===== src/rtl/boton_pulsacion_larga.sv =====
// Button front end: two-flop synchroniser, debouncer and press classifier
// (press / short / long-hold / release pulses plus debounced and held levels).
module boton_pulsacion_larga #(
    parameter int unsigned DEB_CYCLES  = 1_000_000,
    parameter int unsigned HOLD_CYCLES = 250_000_000,
    parameter bit          ACTIVE_LOW  = 1'b1
) (
    input  logic clk,
    input  logic reset,
    input  logic boton_raw,
    output logic btn_level,
    output logic pulse_press,
    output logic pulse_short,
    output logic pulse_hold,
    output logic pulse_release,
    output logic hold_active
);

    localparam int unsigned DW = $clog2(DEB_CYCLES);
    localparam int unsigned HW = $clog2(HOLD_CYCLES);
    localparam logic [DW-1:0] DEB_LAST  = DW'(DEB_CYCLES - 1);
    localparam logic [HW-1:0] HOLD_LAST = HW'(HOLD_CYCLES - 1);
    localparam logic IDLE_LVL = ACTIVE_LOW;

    typedef enum logic [2:0] {
        IDLE,
        DEB_PRESS,
        PRESSED,
        HELD,
        DEB_RELEASE
    } state_t;

    state_t        state_q, state_d;
    logic [DW-1:0] deb_cnt, deb_d;
    logic [HW-1:0] hold_cnt, hold_d;
    logic          was_held, was_d;
    logic          lvl_d, hact_d;
    logic          press_d, short_d, holdp_d, rel_d;
    logic          sync1, sync2;
    logic          s;

    // Synchroniser idles at the pad's released level so reset never looks like a press
    always_ff @(posedge clk or posedge reset) begin
        if (reset) begin
            sync1 <= IDLE_LVL;
            sync2 <= IDLE_LVL;
        end else begin
            sync1 <= boton_raw;
            sync2 <= sync1;
        end
    end

    assign s = ACTIVE_LOW ? ~sync2 : sync2;

    always_ff @(posedge clk or posedge reset) begin
        if (reset) begin
            state_q       <= IDLE;
            deb_cnt       <= '0;
            hold_cnt      <= '0;
            was_held      <= 1'b0;
            btn_level     <= 1'b0;
            hold_active   <= 1'b0;
            pulse_press   <= 1'b0;
            pulse_short   <= 1'b0;
            pulse_hold    <= 1'b0;
            pulse_release <= 1'b0;
        end else begin
            state_q       <= state_d;
            deb_cnt       <= deb_d;
            hold_cnt      <= hold_d;
            was_held      <= was_d;
            btn_level     <= lvl_d;
            hold_active   <= hact_d;
            pulse_press   <= press_d;
            pulse_short   <= short_d;
            pulse_hold    <= holdp_d;
            pulse_release <= rel_d;
        end
    end

    always_comb begin
        state_d = state_q;
        deb_d   = deb_cnt;
        hold_d  = hold_cnt;
        was_d   = was_held;
        lvl_d   = btn_level;
        hact_d  = hold_active;
        press_d = 1'b0;
        short_d = 1'b0;
        holdp_d = 1'b0;
        rel_d   = 1'b0;
        unique case (state_q)
            IDLE: begin
                if (s) begin
                    state_d = DEB_PRESS;
                    deb_d   = '0;
                end
            end
            DEB_PRESS: begin
                if (!s) begin
                    state_d = IDLE;
                end else if (deb_cnt == DEB_LAST) begin
                    state_d = PRESSED;
                    press_d = 1'b1;
                    lvl_d   = 1'b1;
                    hold_d  = '0;
                    was_d   = 1'b0;
                end else begin
                    deb_d = deb_cnt + DW'(1);
                end
            end
            PRESSED: begin
                // Release is tested first so a glitch on the terminal cycle wins over the hold
                if (!s) begin
                    state_d = DEB_RELEASE;
                    deb_d   = '0;
                end else if (hold_cnt == HOLD_LAST) begin
                    state_d = HELD;
                    holdp_d = 1'b1;
                    hact_d  = 1'b1;
                    was_d   = 1'b1;
                end else begin
                    hold_d = hold_cnt + HW'(1);
                end
            end
            HELD: begin
                if (!s) begin
                    state_d = DEB_RELEASE;
                    deb_d   = '0;
                end
            end
            DEB_RELEASE: begin
                if (s) begin
                    state_d = was_held ? HELD : PRESSED;
                end else if (deb_cnt == DEB_LAST) begin
                    state_d = IDLE;
                    lvl_d   = 1'b0;
                    hact_d  = 1'b0;
                    rel_d   = 1'b1;
                    short_d = ~was_held;
                end else begin
                    deb_d = deb_cnt + DW'(1);
                end
            end
            default: state_d = IDLE;
        endcase
    end

endmodule


===== config.mk =====
export PLATFORM = sky130hd
export DESIGN_NAME = boton_pulsacion_larga
export DESIGN_NICKNAME = d
export VERILOG_FILES = /design/src/rtl/boton_pulsacion_larga.sv
export SDC_FILE = /design/constraint.sdc
export NUM_CORES = 1
export LEC_CHECK = 0
export CORE_MARGIN = 8
export CORE_UTILIZATION = 60
export DETAILED_ROUTE_END_ITERATION = 10
export PLACE_DENSITY = 0.77
export SYNTH_ARGS = -nofsm -noshare
export SYNTH_HDL_FRONTEND = slang
export SYNTH_SLANG_ARGS = --single-unit

===== constraint.sdc =====
create_clock -name clk -period 3.66 [get_ports clk]
set_clock_uncertainty 0.05 [all_clocks]
set_input_delay 1.098 -clock clk [delete_from_list [all_inputs] [get_ports clk]]
set_output_delay 1.098 -clock clk [all_outputs]
set_load 0.01 [all_outputs]

After elaboration in Yosys (flattened, before gate mapping)
Cells that the tools add are included.

word-level totals
  bits in read-only memories = 0
  memories = 0
  latch bits = 0
  bits of input ports = 3
  memory bits (writable) = 0
  logic and storage cells = 88
  register bits = 60

cells by class
  div/mod/pow operators = 0
  mux-type cells = 42
  $add $sub $neg = 2
  $lt $le $gt $ge = 0
  multipliers = 0
  equal/unequal tests = 19
  reductions and logical operators = 12
  shift operators = 0
  bitwise operators = 1

operators by type and width
  operator                                                               count
  28-bit 2-to-1 mux                                                      4
  20-bit 2-to-1 mux                                                      5
  20-bit case mux with 4 select lines                                    1
  28-bit case mux with 2 select lines                                    1
  5-bit AND reduction                                                    6
  28-bit by 1-bit adder with 28-bit output, second input constant        1
  28-bit equality test, second input constant                            1
  3-bit 2-to-1 mux                                                       8
  20-bit by 1-bit adder with 20-bit output, second input constant        1
  20-bit equality test, second input constant                            1
  1-bit 2-to-1 mux                                                       19
  2-bit != test, second input constant                                   9
  3-bit case mux with 5 select lines                                     1
  3-bit != test, second input constant                                   3
  3-bit by 2-bit equality test with 1-bit output, second input constant  2
  1-bit case mux with 2 select lines                                     3
  2-bit nonzero test                                                     3
  4-bit nonzero test                                                     1
  3-bit by 1-bit equality test with 1-bit output, second input constant  1
  3-bit equality test, second input constant                             1
  3-bit logical NOT                                                      1
  2-bit by 1-bit != test with 1-bit output, second input constant        1
  2-bit OR reduction                                                     1
  1-bit inverter                                                         1

Depth between registers and ports, before layout
  depth after elaboration = 4
  depth in mapped cells = 9
  gate-level depth less buffers = 6

Least setup slack after synthesis
OpenSTA, ideal clock, no wires.

  kind = register to register
  from = reg hold_cnt[10]
  to = reg hold_cnt[16]
  period minus slack after synthesis = 2.312 ns
  stages on the path, launching flop included = 8
  setup slack = 1.348 ns
  arrival = 2.173 ns
  cells stage by stage = dfrtp_1 > clkbuf_1 > or4b_2 > or4_1 > o21ai_1 > nand3_1 > buf_2 > a41oi_1

on the way
  word-level cells in the longest chain between the ends = 4
  elaborated cells between the ends (all ways) = 7
  classes of those cells = add/sub (1); eq/ne (2); mux (3); reduce/logical (1)

ends and longest elaborated chain
  element                                   line  RTL
  start, declared                           35    logic [HW-1:0] hold_cnt, hold_d;
  start signal, assigned                    70    hold_cnt <= hold_d;
  28-bit by 1-bit adder with 28-bit output  123   hold_d = hold_cnt + HW'(1);
  28-bit 2-to-1 mux                         117   end else if (hold_cnt == HOLD_LAST) begin
  28-bit 2-to-1 mux                         114   if (!s) begin
  28-bit case mux with 2 select lines       92    unique case (state_q)

Several ways; a longest one is shown, not always the timed one. The select of a mux whose other input is x is not followed.
A chain may end at the register's enable or synchronous reset.

Final worst setup path
  from = reg state_q[2]
  to = reg deb_cnt[11]

on the way
  word-level cells in the longest chain between the ends = 4
  elaborated cells between the ends (all ways) = 13
  classes of those cells = eq/ne (8); mux (1); reduce/logical (4)

ends and longest elaborated chain
  element                                                                                          line  RTL
  start, declared                                                                                  33    state_t state_q, state_d;
  start signal, assigned                                                                           68    state_q <= state_d;
  3-bit by 2-bit equality test with 1-bit output                                                   92
  2-bit OR reduction (no source line)                                                              n/a
  2-bit by 1-bit != test with 1-bit output (no source line) or 4-bit nonzero test (tied branches)  n/a
  5-bit AND reduction (no source line)                                                             n/a
  end signal, assigned                                                                             58    deb_cnt <= '0;
  end signal, assigned                                                                             69    deb_cnt <= deb_d;
  end, declared                                                                                    34    logic [DW-1:0] deb_cnt, deb_d;

Several ways; a longest one is shown, not always the timed one.

==> impl_metrics.ini <==
[outcome]
status = complete, no violations

[logic_synthesis]
synth.distinct_cells = 47
syn_area_per_cell_sq_um = 8.87
synthFlopType = dfrtp_1
synth_top_area_share_pct = 42.0
yosys.area.top_type = dfrtp_1
syn_area_sq_mm = 0.00346
async_flop_share_pct = 100
syn_nets = 395
yosys_warnings = 0
ys_ff_latch = 60
synth-edff-count = 0
synthCells = 390
ys_seq_area_share_pct = 43.5
ys_top_cells_by_area = dfrtp_1 42%, nand3_1 4.8%, nand2_1 4.1%

[floorplanning]
io_pins = 9
num_rows = 27
dieArea_sq_mm = 0.00845
start_util_pct = 62.4
fp.dieW_microns = 91.9
core_sq_mm = 0.00554
die_h_microns = 91.9

[placed_design]
detailed_place_hpwl_microns = 5450
dpl-instance-area_sq_mm = 0.00357
finalWeightedCongestion = 0.828
port_buffers = 8

[grt]
antenna_found_initial = 0
grt_first_pass_wirelength_microns = 14000
grt-ovfl-total = 0
grt_pass1_vias = 2855
track_usage_pct = 20.2
grt_max_degree = 61

[final_layout]
layout-drive-gt1-share_pct = 8.88
fill_cells = 423
seq_area_sq_mm = 0.00150
top_register = hold_cnt
fin_util_pct = 69.0
stdcell_area_sq_mm = 0.00382
fin_nets = 394
antenna_cells = 0
largest_reg_flops = 28
reg_top3 = hold_cnt: 28 flops, deb_cnt: 20 flops, state_q: 3 flops
multi_input_area_sq_mm = 0.00180
area_delta_synth_final_pct = 10.5

[timing]
slew_violations = 0
rsz0062_at_grt = no
maxSlewHeadroom_pct = 30.5
period_needed_ns = 2.91
finalHoldViolCount = 0
max_freq_mhz = 344
tightest_slew_ns = 1.04
finalSetupViolCount = 0
fin_tns_setup_ns = 0
whs_ns = 0.312
final.period_utilization_pct = 79.5

[drt]
ant_nets = 0
via_per_inst = 6.81
drt-total-wl_microns = 8120
vias = 3175
drt_iter0_drc = 286
drc_errors = 0
drt_first_pass_iters = 5
routedWlPerCell_microns = 17.4

[critical_path]
critPathLaunchType = register
crit_type = reg -> reg
required_ns = 3.87
cp_max_fo = 17
endpoint_kind = register
rrSetupSlack_ns = 0.75
cp.arrival_ns = 3.12

[power]
p_leak_nw = 1.53
pwr-share-clk_pct = 50.9
irDropWorstVdd_uv = 256
comb_power_share_pct = 3.1
p_per_area_mw_per_mm2 = 388
switchingPower_mw = 0.311
finalPower_mw = 1.48
pwr-share-seq_pct = 46.0
p_int_mw = 1.17
switching_share_pct = 21.0

[clock_network]
clk_pin_slew_ns = 0.07
cts_tree = yes
htreeDepth = 3
post_cts_buffers = 0
cts_buffers = 9
clk_latency_ns = 0.34
cts_resized = 0
cts_root_buf = clkbuf_8
cts_buffer_depth = 2
clock_sinks = 60
cts_hold_buf = 0

[job]
max_cap_violations = 0

[worst_hold_path]
hp-class = reg -> reg
power groups by stage:
stage	Clock (mW)	Sequential [mW]	Combinational [mW]
final	0.754	0.682	0.0465
after global routing	0.792	0.683	0.0536
after CTS	0.766	0.682	0.0475
after detailed placement	0	0.694	0.0476
after global placement	0	0.694	0.0462
after floorplan	0	0.688	0.0382
synth_stat cells, types with 3 or more instances:
library cell  number
buf_2              9
and3_1            14
a21oi_1           25
or3_1              6
and2_1             3
o21ai_0           12
nor4_1             8
xnor2_1            6
and4_1             5
nand3_1           33
nor2_1            20
nor3b_1            4
clkbuf_1          16
nand2_1           38
or4_1             17
nand4_1            9
o31ai_1           17
nor3_1            12
o41ai_1            4
a41oi_1            8
a31oi_1            7
or4b_2             3
nor4b_1            5
inv_1             13
o211ai_1           5
nor4bb_1           3
dfrtp_1           58
through the flow:
step,setup WS [ns],std cells
6_report,0.750,466
5_1_grt,0.447,466
4_1_cts,0.780,466
3_5_place_dp,0.807,450
3_3_place_gp,0.914,450
2_1_floorplan,1.03,390
path summary, 6_finish.rpt:
| path | startpoint | to | cells after the start |
|---|---|---|---|
| max reg2reg | state_q[2] | deb_cnt[11] | 6 |
| min | sync1 | sync2 | 0 |
| min in group asynchronous | reset | hold_cnt[27] | 3 |
| max in group asynchronous | reset | hold_cnt[3] | 3 |
| min reg2reg | sync1 | sync2 | 0 |
| max | state_q[2] | deb_cnt[11] | 6 |
placed cells by master (no fill, tap or decap), types with 3 or more instances in the layout:
cell / n
nor4bb_1: 3
nor3b_1: 4
or4b_2: 3
nand3_1: 33
o211ai_1: 5
clkbuf_8: 11
nor4b_1: 4
o31ai_1: 17
and4_1: 5
o21ai_0: 12
or4_1: 17
o41ai_1: 4
a21oi_1: 25
nand4_1: 9
and3_1: 14
nor4_1: 8
nor2_1: 20
nor3_1: 12
dfrtp_1: 58
a31oi_1: 7
clkdlybuf4s50_1: 8
or3_1: 6
a41oi_1: 8
xnor2_1: 6
bufinv_16: 3
and2_1: 3
inv_1: 12
buf_4: 6
nand2_1: 38
kinds of logic (layout without fill, tap and decap cells):
| group | after synthesis | after routing | synth area share [%] |
|---|---|---|---|
| compound gates | 90 | 90 | 17.2 |
| xor+xnor | 8 | 8 | 2.03 |
| fa+ha+maj | 2 | 2 | 0.723 |
| buf+inv | 39 | 43 | 4.56 |
| flops | 60 | 60 | 43.5 |
| mux | 2 | 2 | 0.579 |
| simple gates | 189 | 189 | 31.4 |
per-layer routing:
| metal | up-vias | track usage [%] | wire [microns] |
|---|---|---|---|
| met5 | - | 0 | 0 |
| met4 | 0 | 10.1 | 172 |
| met3 | 16 | 4.97 | 762 |
| met2 | 162 | 26.5 | 3360 |
| met1 | 1498 | 29.7 | 3830 |
| li1 | 1499 | - | - |
layout make-up:
cell class | count | share of cell area, %
clock buffers | 12 | 4.06
clock inverters | 4 | 2.49
inverters | 13 | 1.28
multi-input cells | 291 | 47.2
flip-flops and latches | 60 | 39.3
well taps | 72 | 2.36
repair buffers | 14 | 3.27
worst max-delay path, stage by stage, from the launching register on:
cell and delay (ns):
dfrtp_1 0.49, nor4_1 0.51, or2_1 0.59, nor2_1 0.28
buf_4 0.26, or4_1 0.49, a21oi_1 0.17
Note: power is estimated with default switching activity, not from simulation.
